[src/rtl/axi_wr_slave_spram_if.sv]
// AXI4 write-channel bundle (AW, W, B) for the single-port RAM write slave.
interface axi_wr_slave_spram_if #(
  parameter int idw = 3
);
  logic [idw:0]  AWID;
  logic [31:0]   AWADDR;
  logic [7:0]    AWLEN;
  logic [2:0]    AWSIZE;
  logic [1:0]    AWBURST;
  logic          AWVALID;
  logic          AWREADY;

  logic [63:0]   WDATA;
  logic [7:0]    WSTRB;
  logic          WLAST;
  logic          WVALID;
  logic          WREADY;

  logic [idw:0]  BID;
  logic [1:0]    BRESP;
  logic          BVALID;
  logic          BREADY;

  modport slave (
    input  AWID, AWADDR, AWLEN, AWSIZE, AWBURST, AWVALID,
    output AWREADY,
    input  WDATA, WSTRB, WLAST, WVALID,
    output WREADY,
    output BID, BRESP, BVALID,
    input  BREADY
  );

  modport master (
    output AWID, AWADDR, AWLEN, AWSIZE, AWBURST, AWVALID,
    input  AWREADY,
    output WDATA, WSTRB, WLAST, WVALID,
    input  WREADY,
    input  BID, BRESP, BVALID,
    output BREADY
  );
endinterface

[src/rtl/axi_wr_slave_spram.sv]
// AXI4 write slave feeding a 64-bit single-port RAM, one outstanding burst at a time.
// Define AXI_WR_ADDR_CHK_EN to reject bursts that fall outside or wrap the memory.
module axi_wr_slave_spram #(
  parameter int idw    = 3,
  parameter int MEM_AW = 14
) (
  input  logic                 ACLK,
  input  logic                 ARESET,
  axi_wr_slave_spram_if.slave  axi,
  output logic                 mem_we,
  output logic [MEM_AW-1:0]    mem_addr,
  output logic [63:0]          mem_wdata,
  output logic [7:0]           mem_be,
  output logic                 o_busy
);

  typedef enum logic [1:0] {IDLE, DATA, RESP} state_t;

  state_t            state;
  logic [MEM_AW-1:0] waddr;
  logic [7:0]        beat_cnt;
  logic              cfg_err;
  logic              aw_hs;
  logic              w_hs;
  logic              last_beat;
  logic              aw_err;
  logic              unused_bits;

  assign aw_hs     = axi.AWVALID && axi.AWREADY;
  assign w_hs      = axi.WVALID && axi.WREADY;
  assign last_beat = (beat_cnt == 8'd0) || axi.WLAST;
  assign o_busy    = (state != IDLE);

`ifdef AXI_WR_ADDR_CHK_EN
  // A carry out of the word-address field means the burst would wrap past the top of memory.
  logic [MEM_AW+8:0] burst_end;
  assign burst_end   = {9'd0, axi.AWADDR[MEM_AW+2:3]} + {{(MEM_AW+1){1'b0}}, axi.AWLEN};
  assign aw_err      = (axi.AWSIZE != 3'b011) || (axi.AWBURST != 2'b01) ||
                       (axi.AWADDR[31:MEM_AW+3] != '0) ||
                       (burst_end[MEM_AW+8:MEM_AW] != '0);
  assign unused_bits = ^axi.AWADDR[2:0];
`else
  assign aw_err      = (axi.AWSIZE != 3'b011) || (axi.AWBURST != 2'b01);
  assign unused_bits = ^{axi.AWADDR[31:MEM_AW+3], axi.AWADDR[2:0]};
`endif

  always_ff @(posedge ACLK) begin
    if (ARESET) begin
      state       <= IDLE;
      axi.AWREADY <= 1'b0;
      axi.WREADY  <= 1'b0;
      axi.BVALID  <= 1'b0;
      axi.BRESP   <= 2'b00;
      axi.BID     <= '0;
      mem_we      <= 1'b0;
      mem_addr    <= '0;
      mem_wdata   <= '0;
      mem_be      <= '0;
      waddr       <= '0;
      beat_cnt    <= '0;
      cfg_err     <= 1'b0;
    end else begin
      mem_we <= 1'b0;
      case (state)
        // AWREADY comes up one cycle after entering IDLE, giving AWLEN+4 burst spacing.
        IDLE: begin
          axi.AWREADY <= 1'b1;
          if (aw_hs) begin
            axi.AWREADY <= 1'b0;
            axi.WREADY  <= 1'b1;
            axi.BID     <= axi.AWID;
            waddr       <= axi.AWADDR[MEM_AW+2:3];
            beat_cnt    <= axi.AWLEN;
            cfg_err     <= aw_err;
            state       <= DATA;
          end
        end
        DATA: begin
          if (w_hs) begin
            mem_we    <= !cfg_err;
            mem_addr  <= waddr;
            mem_wdata <= axi.WDATA;
            mem_be    <= axi.WSTRB;
            waddr     <= waddr + MEM_AW'(1);
            beat_cnt  <= beat_cnt - 8'd1;
            // WLAST disagreeing with the beat count flags an early or missing last.
            if (last_beat) begin
              axi.WREADY <= 1'b0;
              axi.BVALID <= 1'b1;
              axi.BRESP  <= (cfg_err || (axi.WLAST ^ (beat_cnt == 8'd0))) ? 2'b10 : 2'b00;
              state      <= RESP;
            end
          end
        end
        RESP: begin
          if (axi.BVALID && axi.BREADY) begin
            axi.BVALID <= 1'b0;
            state      <= IDLE;
          end
        end
        default: state <= IDLE;
      endcase
    end
  end

endmodule

[src/flat_wrapper.sv]
// flat-port wrapper written by rule: the top's interface ports become plain ports
module axi_wr_slave_spram_flat 
#(
  parameter int idw    = 3,
  parameter int MEM_AW = 14
)
  (ACLK, ARESET, mem_we, mem_addr, mem_wdata, mem_be, o_busy, axi_AWID, axi_AWADDR, axi_AWLEN, axi_AWSIZE, axi_AWBURST, axi_AWVALID, axi_AWREADY, axi_WDATA, axi_WSTRB, axi_WLAST, axi_WVALID, axi_WREADY, axi_BID, axi_BRESP, axi_BVALID, axi_BREADY);
  axi_wr_slave_spram_if #(.idw(idw)) axi_i ();
  input  logic ACLK;
  input  logic ARESET;
  output logic mem_we;
  output logic [MEM_AW-1:0] mem_addr;
  output logic [63:0] mem_wdata;
  output logic [7:0] mem_be;
  output logic o_busy;
  input wire logic [$bits(axi_i.AWID)-1:0] axi_AWID;
  input wire logic [$bits(axi_i.AWADDR)-1:0] axi_AWADDR;
  input wire logic [$bits(axi_i.AWLEN)-1:0] axi_AWLEN;
  input wire logic [$bits(axi_i.AWSIZE)-1:0] axi_AWSIZE;
  input wire logic [$bits(axi_i.AWBURST)-1:0] axi_AWBURST;
  input wire logic [$bits(axi_i.AWVALID)-1:0] axi_AWVALID;
  output wire logic [$bits(axi_i.AWREADY)-1:0] axi_AWREADY;
  input wire logic [$bits(axi_i.WDATA)-1:0] axi_WDATA;
  input wire logic [$bits(axi_i.WSTRB)-1:0] axi_WSTRB;
  input wire logic [$bits(axi_i.WLAST)-1:0] axi_WLAST;
  input wire logic [$bits(axi_i.WVALID)-1:0] axi_WVALID;
  output wire logic [$bits(axi_i.WREADY)-1:0] axi_WREADY;
  output wire logic [$bits(axi_i.BID)-1:0] axi_BID;
  output wire logic [$bits(axi_i.BRESP)-1:0] axi_BRESP;
  output wire logic [$bits(axi_i.BVALID)-1:0] axi_BVALID;
  input wire logic [$bits(axi_i.BREADY)-1:0] axi_BREADY;
  assign axi_i.AWID = axi_AWID;
  assign axi_i.AWADDR = axi_AWADDR;
  assign axi_i.AWLEN = axi_AWLEN;
  assign axi_i.AWSIZE = axi_AWSIZE;
  assign axi_i.AWBURST = axi_AWBURST;
  assign axi_i.AWVALID = axi_AWVALID;
  assign axi_AWREADY = axi_i.AWREADY;
  assign axi_i.WDATA = axi_WDATA;
  assign axi_i.WSTRB = axi_WSTRB;
  assign axi_i.WLAST = axi_WLAST;
  assign axi_i.WVALID = axi_WVALID;
  assign axi_WREADY = axi_i.WREADY;
  assign axi_BID = axi_i.BID;
  assign axi_BRESP = axi_i.BRESP;
  assign axi_BVALID = axi_i.BVALID;
  assign axi_i.BREADY = axi_BREADY;
  axi_wr_slave_spram #(.idw(idw), .MEM_AW(MEM_AW)) u_core (.ACLK(ACLK), .ARESET(ARESET), .axi(axi_i), .mem_we(mem_we), .mem_addr(mem_addr), .mem_wdata(mem_wdata), .mem_be(mem_be), .o_busy(o_busy));
endmodule
[config.mk]
export PLATFORM = sky130hd
export DESIGN_NAME = axi_wr_slave_spram_flat
export DESIGN_NICKNAME = d
export VERILOG_FILES = /design/src/rtl/axi_wr_slave_spram_if.sv /design/src/rtl/axi_wr_slave_spram.sv /design/src/flat_wrapper.sv
export SDC_FILE = /design/constraint.sdc
export NUM_CORES = 1
export LEC_CHECK = 0
export CORE_MARGIN = 4
export CORE_UTILIZATION = 55
export CTS_CLUSTER_DIAMETER = 50
export DETAILED_ROUTE_END_ITERATION = 10
export DONT_BUFFER_PORTS = 1
export PLACE_DENSITY = 0.74
export SKIP_CTS_REPAIR_TIMING = 1
export SLEW_MARGIN = 0
export SYNTH_ARGS = -nofsm -noshare
export SYNTH_HDL_FRONTEND = slang
export SYNTH_SLANG_ARGS = --single-unit
[constraint.sdc]
create_clock -name ACLK -period 3.5 [get_ports ACLK]
set_input_delay 0.525 -clock ACLK [delete_from_list [all_inputs] [get_ports ACLK]]
set_output_delay 0.525 -clock ACLK [all_outputs]
set_load 0.005 [all_outputs]
==> out/results.ini, run 1 <==
[floorplan]
placeable_core_area_mm2 = 0.00876
start_util_pct = 56.7
full_die_area_mm2 = 0.0106
ios = 224
fp-row-count = 34
die_w_um = 103
height_of_the_die_um = 103

[power_and_ir_drop]
p_leak_nw = 1.75
pwr_density_cell_mw_per_mm2 = 583
pwr-share-clk_pct = 49.3
p_seq_share_pct = 45.7
max-vdd-ir-drop_mv = 0.348
comb_power_share_pct = 5.0
power.internal_mw = 2.42
switchingPower_uw = 731
power_switching_share_pct = 23.2

[setup_path]
buffers_and_inverters_on_the_worst_path = 1
setup_crit_path_kind = reg2reg
slowest_cell_delay_on_critical_path_ns = 0.57
critPathTopFamily = simple AND/OR/NAND/NOR gates
crit_path_top_delay_cell = sky130_fd_sc_hd__dfxtp_1
worst_r2r_end = u_core.waddr[10]$_SDFFE_PP0P_
worstPathArrival_ns = 2.47
reg2reg_from = u_core.state[0]$_SDFFE_PP0P_
worstRegToRegCells = 5
critPathLaunchType = register
cp-end-kind = register
biggest_fanout_along_the_worst_timing_path = 16
cp_data_required_time_ns = 3.85
path_cells = nand2b_1 > buf_4 > or4_4 > o21ai_2 > a211oi_2
ff2ff_setup_slack_ns = 1.38

[timing]
final_hold_viol_count = 0
fin_crit_sh_pct = 60.6
slew_headroom_pct = 51.9
rsz0062_at_grt = false
fmax_ghz = 0.471
fin_worst_skew_ns = 0.00641
maxSlewViolCount = 0
finalCriticalPeriod_ns = 2.12
tightest_slew_ns = 0.722
timing.final.setup_violations = 0
setup-tns-final_ns = 0

[min_path]
worstHoldPathCells = 1
hold_end = u_core.beat_cnt[4]$_SDFFE_PP0P_
min_path_type = in2reg
hold_path_startpoint = ARESET

[yosys]
synth_area_leader_cell = sky130_fd_sc_hd__dfxtp_1
synth_top_cell_area_share_pct = 48.3
ys_ff_latch = 120
synth-simple-area-share_pct = 25.3
synth.mux.area_fraction_pct = 0.403
yosysWarningCount = 0
synth-xor-area-share_pct = 0
instance_count_of_the_mapped_netlist = 619
number_of_synthesized_flops_with_an_enable_pin = 0
combinational_family_with_the_most_area_after_synthesis = simple AND/OR/NAND/NOR gates
synth.cells.most_frequent = 198 x sky130_fd_sc_hd__nand2_1, 120 x sky130_fd_sc_hd__dfxtp_1, 115 x sky130_fd_sc_hd__a21oi_1, 17 x sky130_fd_sc_hd__clkbuf_1, 17 x sky130_fd_sc_hd__o21ai_0
synth_compound_area_share_pct = 18.7
syn-num-nets = 750
synth_async_sr_flop_share_pct = 0
synth.most_common_cell = sky130_fd_sc_hd__nand2_1
synth_top_flop_cell = sky130_fd_sc_hd__dfxtp_1
synth_sequential_area_ratio_pct = 48.3
synthDistinctLibCells = 58
yosys.area_share.adder_pct = 1.01
synth.area.top_cells = sky130_fd_sc_hd__dfxtp_1 48%, sky130_fd_sc_hd__nand2_1 15%, sky130_fd_sc_hd__a21oi_1 12%, sky130_fd_sc_hd__o21ai_0 1.7%, sky130_fd_sc_hd__buf_2 1.6%
postSynthAreaPerCell_um2 = 8.03
mappedNetlistArea_mm2 = 0.00497

[clocking]
latest_clock_arrival_within_the_worst_skew_pair_ns = 0.48
clock_sink_count = 120
clk_root_buffer_cell = sky130_fd_sc_hd__clkbuf_8
cts-htree-levels = 4
worst_setup_hold_path_clk_slew_ns = 0.06
clk_path_buf_depth = 2
numCtsBuffers = 17
tritoncts_clock_tree = yes

[global_routing]
first_global_vias = 3721
total_routing_resource_utilization_after_global_routing_pct = 20.9
initial_antenna_violation_count = 0
grt_max_degree = 125
overflow = 0
grt_first_pass_wirelength_um = 17700

[run_status]
outcome = complete, no violations

[place]
place_hpwl_um = 8140
routabilityCongestion = 0.767
postPlaceCellArea_mm2 = 0.00487
port_buffers = 0

[detailed_routing]
drcViolationCount = 0
totalWireLength_um = 11800
drt-initial-drc-count = 199
drt-wirelength-per-cell_um = 16.6
drtPass1Iterations = 7
ant_nets = 0
num_vias = 4082
vias_per_cell = 5.72

[cells_and_area]
final_net_count = 724
antenna_cells_inserted = 0
drive_gt1_share_pct = 8.75
layout.core_utilization_pct = 61.7
final_design_area_no_fill_mm2 = 0.00541
area.growth.synth_to_final_pct = 8.73

[job]
timing.max_cap.violations = 0

-- worst reg2reg max path: stages, from the launching register on --
cell                       delay [ns]
sky130_fd_sc_hd__dfxtp_1         0.57
sky130_fd_sc_hd__nand2b_1        0.41
sky130_fd_sc_hd__buf_4           0.32
sky130_fd_sc_hd__or4_4           0.54
sky130_fd_sc_hd__o21ai_2         0.08
sky130_fd_sc_hd__a211oi_2        0.08
-- worst max path at each step --
stage / from / endpoint / slack, ns / depth (start not counted)
3_3_place_gp: u_core.state[0]$_SDFFE_PP0P_ / u_core.waddr[10]$_SDFFE_PP0P_ / 1.38 / 5
4_1_cts: u_core.state[0]$_SDFFE_PP0P_ / u_core.waddr[0]$_SDFFE_PP0P_ / 1.34 / 4
2_1_floorplan: u_core.waddr[1]$_SDFFE_PP0P_ / u_core.waddr[10]$_SDFFE_PP0P_ / 1.94 / 5
6_report: u_core.state[0]$_SDFFE_PP0P_ / u_core.waddr[10]$_SDFFE_PP0P_ / 1.38 / 5
5_1_grt: u_core.state[0]$_SDFFE_PP0P_ / u_core.waddr[0]$_SDFFE_PP0P_ / 1.18 / 4
3_5_place_dp: u_core.state[0]$_SDFFE_PP0P_ / u_core.waddr[7]$_SDFFE_PP0P_ / 1.35 / 5
-- power groups by stage --
stage | clock network (mW) | logic [mW] | registers, mW
2_1_floorplan | 0 | 0.169 | 1.46
3_3_place_gp | 0 | 0.154 | 1.47
3_5_place_dp | 0 | 0.159 | 1.47
4_1_cts | 1.58 | 0.159 | 1.44
5_1_grt | 1.66 | 0.181 | 1.45
6_report | 1.55 | 0.158 | 1.44
-- stage by stage --
step                      setup slack (ns)  cells  power (mW)  hold WS [ns]
after floorplan                       1.94    619        1.62         0.420
after global routing                  1.18    714        3.29        0.0734
after CTS                             1.34    714        3.18        0.0813
final                                 1.38    714        3.15         0.108
after global placement                1.38    682        1.62         0.436
after detailed placement              1.35    682        1.63         0.449
-- layer usage --
metal,global-route usage [%],share of wire (%),wire (um),up-vias
met5,0,0,0,-
met4,5.08,0.57,67,0
met2,36.0,50,5930,148
met1,24.1,39,4660,1881
li1,-,-,-,2049
met3,8.73,10,1190,4
-- area by class of cell --
cell class                      count  area [um^2]
Inverter                            9         33.8
Fill cell                         790         3360
Sequential cell                   120         2400
Clock buffer                       20          435
Multi-Input combinational cell    442         2260
Clock inverter                     12          103
Timing Repair Buffer                3         35.0
Tap cell                          108          135
-- sequential cells by signal, indices dropped and copies added, names as in the netlist, 2 cells and up --
register	flops
u_core.mem_addr	14
u_core.waddr	14
u_core.mem_be	8
u_core.beat_cnt	8
u_core.axi.BID	4
u_core.state	2
u_core.mem_wdata	64
-- cells in the final DEF, fill, tap and decap left out, drive strengths merged, types with 3 or more instances in the layout --
| cell | instances |
|---|---|
| and2 | 4 |
| nor4 | 5 |
| ha | 4 |
| clkbuf | 20 |
| nand2 | 199 |
| a21oi | 115 |
| buf | 3 |
| clkinvlp | 4 |
| nand3 | 13 |
| nor2 | 15 |
| dfxtp | 120 |
| a22oi | 4 |
| o21ai | 21 |
| o22ai | 4 |
| inv | 10 |
| nor3 | 9 |
| clkinv | 6 |
| nand2b | 3 |
| nand4 | 4 |
| a211oi | 5 |
-- cell families (layout without fill, tap and decap cells) --
| family | after synthesis | after routing |
|---|---|---|
| AOI/OAI and AO/OA | 167 | 167 |
| adders and majority gates | 4 | 4 |
| buffers and inverters | 57 | 44 |
| DFF | 120 | 120 |
| muxes | 2 | 2 |
| other | 1 | 1 |
| and+or+nand+nor | 268 | 268 |
Note: power is estimated with default switching activity, not from simulation.
==> run 2: changes to the inputs <==
==> constraint.sdc (replaced) <==
create_clock -name ACLK -period 2.2 [get_ports ACLK]
set_input_delay 0.33 -clock ACLK [delete_from_list [all_inputs] [get_ports ACLK]]
set_output_delay 0.33 -clock ACLK [all_outputs]
set_load 0.005 [all_outputs]
==> run 2 against run 1 <==
Total power increased by 66%. Critical path type unchanged. First-iteration DRC count increased by 25%. The run now ends with negative setup slack left. Sequential cell count unchanged.
==> out/results.ini, run 2 (same netlist as run 1, synthesis figures left out) <==
[global_routing]
grt_max_degree = 125  ; unchanged
overflow = 0  ; unchanged
initial_antenna_violation_count = 0  ; unchanged
first_global_vias = 3850  ; +3.5%
total_routing_resource_utilization_after_global_routing_pct = 21.3  ; +0.38 points
grt_first_pass_wirelength_um = 18000  ; +1.9%

[cells_and_area]
largest_reg_flops = 64  ; unchanged
reg.largest.list = u_core.mem_wdata: 64 flops, u_core.mem_addr: 14 flops, u_core.waddr: 14 flops
antenna_cells_inserted = 0  ; unchanged
finish.cell_count_without_fillers = 801  ; +12%
multi_input_area_mm2 = 0.00226  ; unchanged
regMostFlops = u_core.mem_wdata
reg_area_mm2 = 0.00240  ; unchanged
drive_gt1_share_pct = 8.08  ; -0.67 points
most_common_cell_after_layout_fill_and_taps_aside = sky130_fd_sc_hd__nand2_1
fillerInstances = 638  ; -19%
final_net_count = 812  ; +12%
area.growth.synth_to_final_pct = 27.2
commonest_cells_after_routing_fill_and_taps_aside = 198 x sky130_fd_sc_hd__nand2_1, 120 x sky130_fd_sc_hd__dfxtp_1, 115 x sky130_fd_sc_hd__a21oi_1, 85 x sky130_fd_sc_hd__dlygate4sd3_1, 17 x sky130_fd_sc_hd__o21ai_0

[timing]
worst_hold_slack_across_all_endpoints_ns = 0.0168  ; -0.0913 ns
finalCriticalPeriod_ns = 2.22  ; +0.0939 ns
setup-tns-final_ns = -0.0154  ; -0.0154 ns
maxSlewViolCount = 0  ; unchanged
final_hold_viol_count = 0  ; unchanged
fin_crit_sh_pct = 101  ; +40 points
timing.final.ws_setup_ns = -0.0154  ; -1.39 ns
slew_headroom_pct = 66.0  ; +14 points
fin_worst_skew_ns = 0.00788  ; +0.00147 ns
timing.final.setup_violations = 1  ; +1
fmax_ghz = 0.451  ; -4.2%
tightest_slew_ns = 0.506  ; -0.215 ns

[clocking]
clk_path_buf_depth = 2  ; unchanged
worst_setup_hold_path_clk_slew_ns = 0.06  ; about the same
tritoncts_clock_tree = yes
latest_clock_arrival_within_the_worst_skew_pair_ns = 0.49  ; about the same
cts-htree-levels = 4  ; unchanged
clock_sink_count = 120  ; unchanged
clk_root_buffer_cell = sky130_fd_sc_hd__clkbuf_8
numCtsBuffers = 17  ; unchanged

[floorplan]
fp-row-count = 34  ; unchanged
die_w_um = 103  ; unchanged
placeable_core_area_mm2 = 0.00876  ; unchanged
height_of_the_die_um = 103  ; unchanged
ios = 224  ; unchanged
start_util_pct = 56.7  ; unchanged
full_die_area_mm2 = 0.0106  ; unchanged

[place]
place_hpwl_um = 8100  ; -0.48%
routabilityCongestion = 0.805  ; +4.9%
dp_cell_count = 684  ; +0.29%
port_buffers = 0  ; unchanged
pre_cts_slack_ns = 0.416  ; -0.936 ns

[setup_path]
biggest_fanout_along_the_worst_timing_path = 90  ; +74
worstRegToRegCells = 5  ; unchanged
cp_data_required_time_ns = 2.62  ; -1.23 ns
reg2reg_from = u_core.state[1]$_SDFFE_PP0P_
ff2ff_setup_slack_ns = -0.02  ; -1.39 ns
cp-end-kind = register
critPathLaunchType = register
worst_r2r_end = u_core.mem_wdata[52]$_SDFFE_PP0N_
worstPathArrival_ns = 2.64  ; +0.17 ns
setup_crit_path_kind = reg2reg

[detailed_routing]
drcViolationCount = 0  ; unchanged
drtPass1Iterations = 5  ; -2
drt-wirelength-per-cell_um = 17.3  ; +4.4%
vias_per_cell = 5.77  ; +0.97%
totalWireLength_um = 13900  ; +17%
num_vias = 4624  ; +13%
ant_nets = 0  ; unchanged
drt-initial-drc-count = 248  ; +25%

[run_status]
violated_checks = negative setup slack
outcome = complete, but fails checks

[min_path]
hold_end = u_core.waddr[9]$_SDFFE_PP0P_
min_path_type = in2reg
hold_path_startpoint = axi_AWADDR[12]
worstHoldPathCells = 2  ; +1

[power_and_ir_drop]
power_mw = 5.22  ; +66%
p_leak_nw = 2.19  ; +25%
max-vdd-ir-drop_mv = 0.511  ; +47%
pwr_density_cell_mw_per_mm2 = 826  ; +42%

[job]
timing.max_cap.violations = 0  ; unchanged

-- run 2: cell types whose count changed in the layout (fill, tap and decap cells not counted), sizes merged --
| cell | change |
|---|---|
| buf | +3 |
| bufinv | +1 |
| clkbuf | -2 |
| clkinv | +1 |
| dlygate4sd3 | +85 |
| inv | -1 |
-- run 2: where the power goes --
part           internal, mW  total [mW]  switching (mW)
combinational         0.195       0.395           0.199
sequential             2.23        2.30          0.0696
clock                  1.59        2.53           0.939
total                  4.02        5.22            1.21
-- run 2: metal layers --
metal | track usage (%) | wire, um | up-vias
li1 | - | - | 2223
met1 | 24.6 | 5170 | 2156
met2 | 35.5 | 7100 | 221
met3 | 8.59 | 1370 | 24
met4 | 7.87 | 239 | 0
met5 | 0 | 0 | -
-- run 2: how the worst max path moves through the flow --
stage | from | to | slack, ns | cells past startpoint
final | u_core.state[1]$_SDFFE_PP0P_ | u_core.mem_wdata[52]$_SDFFE_PP0N_ | -0.02 | 5
after global routing | u_core.state[1]$_SDFFE_PP0P_ | u_core.mem_wdata[52]$_SDFFE_PP0N_ | -0.15 | 5
after CTS | u_core.state[0]$_SDFFE_PP0P_ | u_core.waddr[10]$_SDFFE_PP0P_ | 0.38 | 4
after detailed placement | u_core.state[0]$_SDFFE_PP0P_ | u_core.waddr[10]$_SDFFE_PP0P_ | 0.42 | 4
after global placement | u_core.state[0]$_SDFFE_PP0P_ | u_core.waddr[10]$_SDFFE_PP0P_ | 0.47 | 4
after floorplan | u_core.waddr[1]$_SDFFE_PP0P_ | u_core.waddr[10]$_SDFFE_PP0P_ | 0.64 | 5
-- run 2: area by class of cell --
class / instances / area share, %
Tap cell: 108 / 2.14
Clock buffer: 18 / 6.61
Multi-Input combinational cell: 442 / 35.8
Timing Repair Buffer: 91 / 14.9
Clock inverter: 13 / 2.10
Inverter: 9 / 0.534
Sequential cell: 120 / 38.0
-- run 2: critical path, stage by stage (launching register included) --
cell and delay [ns]:
sky130_fd_sc_hd__dfxtp_1 0.60, sky130_fd_sc_hd__nand4b_4 0.25, sky130_fd_sc_hd__buf_12 0.32, sky130_fd_sc_hd__nand2_1 0.15, sky130_fd_sc_hd__a21oi_1 0.18, sky130_fd_sc_hd__dlygate4sd3_1 0.60
-- run 2: through the flow --
step | instance area, um^2 | utilization (%)
4_1_cts | 5450 | 62.2
2_1_floorplan | 4970 | -
5_1_grt | 6320 | 72.2
3_5_place_dp | 4900 | 55.9
6_report | 6320 | 72.2
3_3_place_gp | 4900 | 55.9
==> run 3: changes to the inputs <==
--- a/config.mk
+++ b/config.mk
@@ -16,3 +16,4 @@
 export SYNTH_ARGS = -nofsm -noshare
 export SYNTH_HDL_FRONTEND = slang
 export SYNTH_SLANG_ARGS = --single-unit
+export TNS_END_PERCENT = 50
==> results of run 3 <==
No change in the layout: final DEF, timing and power equal those of run 2.
==> patch 1: new RTL, config.mk and constraints of run 2 <==
Encoding of `state_t`: now one-hot (3 bits for 3 states).
--- a/src/rtl/axi_wr_slave_spram.sv
+++ b/src/rtl/axi_wr_slave_spram.sv
@@ -14,7 +14,7 @@
   output logic                 o_busy
 );
 
-  typedef enum logic [1:0] {IDLE, DATA, RESP} state_t;
+  typedef enum logic [2:0] {IDLE = 3'b001, DATA = 3'b010, RESP = 3'b100} state_t;
 
   state_t            state;
   logic [MEM_AW-1:0] waddr;
Behaviour: no difference found for any inputs over 4 cycles, from zero or initial values and one cycle with ARESET high; so few cycles prove little.
==> patch 1 against run 2 <==
The run ends with hold timing left; synthesized area is 1.1% lower; wire length is 12% lower; first-iteration DRC count is 24% lower; die area is 1.0% lower; critical endpoint is now u_core.axi.AWREADY$_SDFFE_PP0N_; critical path depth is 1 lower; setup slack better by 170 ps; synthesized cell count is 1.1% higher; design area is 11% lower; sequential cell count is 1 higher.
Power is not compared: it rests on default switching activity, and its combinational part moved more than twofold at a synthesized area within 25%.
==> patch 1: results <==
metrics = {
    "status": {
        "status": "complete, but fails checks",
        "violations": "hold timing",
    },
    "logic_synthesis": {
        "synth_area_leaders": "dfxtp_1 (49%), nand2_1 (16%), a21oi_1 (12%), o21ai_0 (1.9%), clkbuf_1 (1.9%)",
        "ys_seq_area_frac": 0.492,
        "yosys.area.top_type_share": 0.492,
        "synth_top_cells_by_count": "nand2_1 (205), dfxtp_1 (121), a21oi_1 (118), clkbuf_1 (25), o21ai_0 (19)",
    },
    "layout": {
        "seq_share": 0.428,
        "finish.utilization": 0.649,
        "nNonClkInverters": 8,
        "nMultiInputCombCells": 451,
        "buf_share": 0.0340,
        "clock_area_frac": 0.109,
        "multi_input_area_share": 0.400,
        "drive_gt1_frac": 0.0777,
    },
    "clocking": {
        "cts.sinks": 121,
    },
    "timing": {
        "fmax_mhz": 490,
        "fin_skew_ps": 6.25,
        "hold_ws_ps": -106,
        "final-hold-violation-count": 117,
        "tightest_slew_ps": 679,
    },
    "critical_path": {
        "r2r_cells": 4,
        "rrSetupSlack_ps": 160,
        "worstPathMaxFanout": 7,
        "rr_endpoint": "u_core.axi.AWREADY$_SDFFE_PP0N_",
        "crit_start": "u_core.state[0]$_SDFFE_PP1P_",
    },
    "grt": {
        "grt_pass1_wl_um": 18000,
        "grtUsageTotal": 0.218,
        "first_global_vias": 3780,
        "grtUsageMet1": 0.252,
        "use_met2": 0.358,
    },
    "place": {
        "place_area_um2": 4940,
        "globalplace.congestion": 0.823,
        "dp_slack_ps": 219,
        "dp_cells": 697,
        "hpwlAfterDp_um": 8090,
    },
    "floorplan": {
        "core_um2": 8720,
    },
    "detailed_routing": {
        "drt-initial-drc-count": 189,
        "met3_length_um": 1110,
        "postRouteWirelength_um": 12200,
    },
    "worst_hold_path": {
        "hold-path-endpoint": "u_core.beat_cnt[3]$_SDFFE_PP0P_",
    },
}
-- patch 1: cell count changes in the layout (fill, tap and decap cells not counted), sizes merged, moves of 4 or more --
| cell | change |
|---|---|
| nand2 | +6 |
| nand3 | -4 |
| and2 | +5 |
| nor3b | +4 |
| dlygate4sd3 | -75 |
| a21o | +6 |
-- patch 1: power by group --
group          leakage [nW]  internal, mW  switching, mW
clock                 0.299          1.85           1.01
combinational         0.636        0.0864         0.0962
sequential            0.978          2.23         0.0429
-- patch 1: cell families after synthesis --
kind of cell | share of synthesized area
adders and majority gates | 0.0102
AOI/OAI and AO/OA | 0.196
other | 0.000762
buffers and inverters | 0.0521
muxes | 0.00204
DFF | 0.492
and+or+nand+nor | 0.247
-- patch 1: worst max-delay path, cell delays in order, from the launching register on --
cell	delay [ps]
dfxtp_1	410
nor3b_1	480
and3_1	390
nor3_1	90
dlygate4sd3_1	560
==> patch 2: new RTL, settings of run 2 <==
Without the edit above. `MEM_AW` is set to 14 in 2 places; all go to 15.
--- a/src/rtl/axi_wr_slave_spram.sv
+++ b/src/rtl/axi_wr_slave_spram.sv
@@ -2,7 +2,7 @@
 // Define AXI_WR_ADDR_CHK_EN to reject bursts that fall outside or wrap the memory.
 module axi_wr_slave_spram #(
   parameter int idw    = 3,
-  parameter int MEM_AW = 14
+  parameter int MEM_AW = 15
 ) (
   input  logic                 ACLK,
   input  logic                 ARESET,
--- a/src/flat_wrapper.sv
+++ b/src/flat_wrapper.sv
@@ -2,7 +2,7 @@
 module axi_wr_slave_spram_flat 
 #(
   parameter int idw    = 3,
-  parameter int MEM_AW = 14
+  parameter int MEM_AW = 15
 )
   (ACLK, ARESET, mem_we, mem_addr, mem_wdata, mem_be, o_busy, axi_AWID, axi_AWADDR, axi_AWLEN, axi_AWSIZE, axi_AWBURST, axi_AWVALID, axi_AWREADY, axi_WDATA, axi_WSTRB, axi_WLAST, axi_WVALID, axi_WREADY, axi_BID, axi_BRESP, axi_BVALID, axi_BREADY);
   axi_wr_slave_spram_if #(.idw(idw)) axi_i ();
Ports: changed (resized mem_addr); port bits go from 224 to 225. The function was not compared with the original's and may differ.
==> patch 2 against run 2 <==
Sequential cell count increased by 2; cell count increased by 3.2%; wire length increased by 3.6%; design area increased by 2.7%; synthesized area decreased by 1.6%; power increased by 7.2%; combinational power increased by 8.1%; maximum frequency increased by 6.3%; die area decreased by 1.5%; setup slack improved by 130 ps; critical endpoint is now u_core.mem_wdata[30]$_SDFFE_PP0N_; largest cell class unchanged.
==> patch 2: results <==
metrics = {
    "grt": {
        "grtUsageTotal": 0.223,
        "grtUsageMet1": 0.257,
        "grt_pass1_wl_um": 18700,
        "grt_max_degree": 128,
    },
    "detailed_routing": {
        "detail_route.wl_per_cell_um": 17.4,
        "drtPass1Iterations": 6,
        "wl_met1_um": 5490,
        "drt-initial-drc-count": 234,
        "met3_length_um": 1510,
        "wl_met2_um": 7210,
    },
    "logic_synthesis": {
        "synth.distinct_cells": 55,
        "synth_compound_area_frac": 0.190,
        "synth_area_leaders": "dfxtp_1 (50%), nand2_1 (15%), a21oi_1 (12%), clkbuf_1 (3.1%), o21ai_0 (1.6%)",
        "synthMuxAreaShare": 0,
        "synth_nets": 761,
        "synthAdderAreaFrac": 0.0102,
        "synth_top_cells_by_count": "nand2_1 (200), dfxtp_1 (122), a21oi_1 (118), clkbuf_1 (40)",
    },
    "place": {
        "dp_slack_ps": 406,
        "dp_cells": 708,
        "hpwlAfterDp_um": 8580,
        "globalplace.congestion": 0.838,
    },
    "layout": {
        "reg_top3": "u_core.mem_wdata x64, u_core.mem_addr x15, u_core.waddr x15",
        "drive_gt1_frac": 0.0834,
    },
    "timing": {
        "relSlewSlack": 0.540,
        "fmax_mhz": 480,
        "fin_skew_ps": 8.23,
        "hold_ws_ps": 10.9,
    },
    "critical_path": {
        "rrSetupSlack_ps": 120,
        "crit_path_max_incr_delay_ps": 560,
    },
    "worst_hold_path": {
        "hp-start": "axi_AWADDR[4]",
    },
    "status": {
        "status": "completed",
    },
}
## patch 2: changes by cell type after synthesis, sizes merged, moves of 3 or more
cell and delta:
buf -23, clkbuf +23, a31oi +4, nand3b +4
a211oi -3, a21oi +3
## patch 2: where the power goes
group	switching (mW)	internal, mW	total (mW)
combinational	0.213	0.214	0.427
sequential	0.0623	2.26	2.32
clock	1.01	1.84	2.85
total	1.28	4.32	5.60
## patch 2: per-stage QoR
stage / instance area (µm²) / util
CTS: 5600 / 0.645
floorplan: 4890 / -
global placement: 4990 / 0.575
detailed placement: 4990 / 0.575
global route: 6500 / 0.749
finish: 6500 / 0.749
## patch 2: layout make-up
class,count,area [µm²]
Clock buffer,17,414
Clock inverter,14,199
Fill cell,603,2180
Inverter,7,26.3
Multi-Input combinational cell,453,2240
Sequential cell,122,2440
Tap cell,108,135
Timing Repair Buffer,106,1050
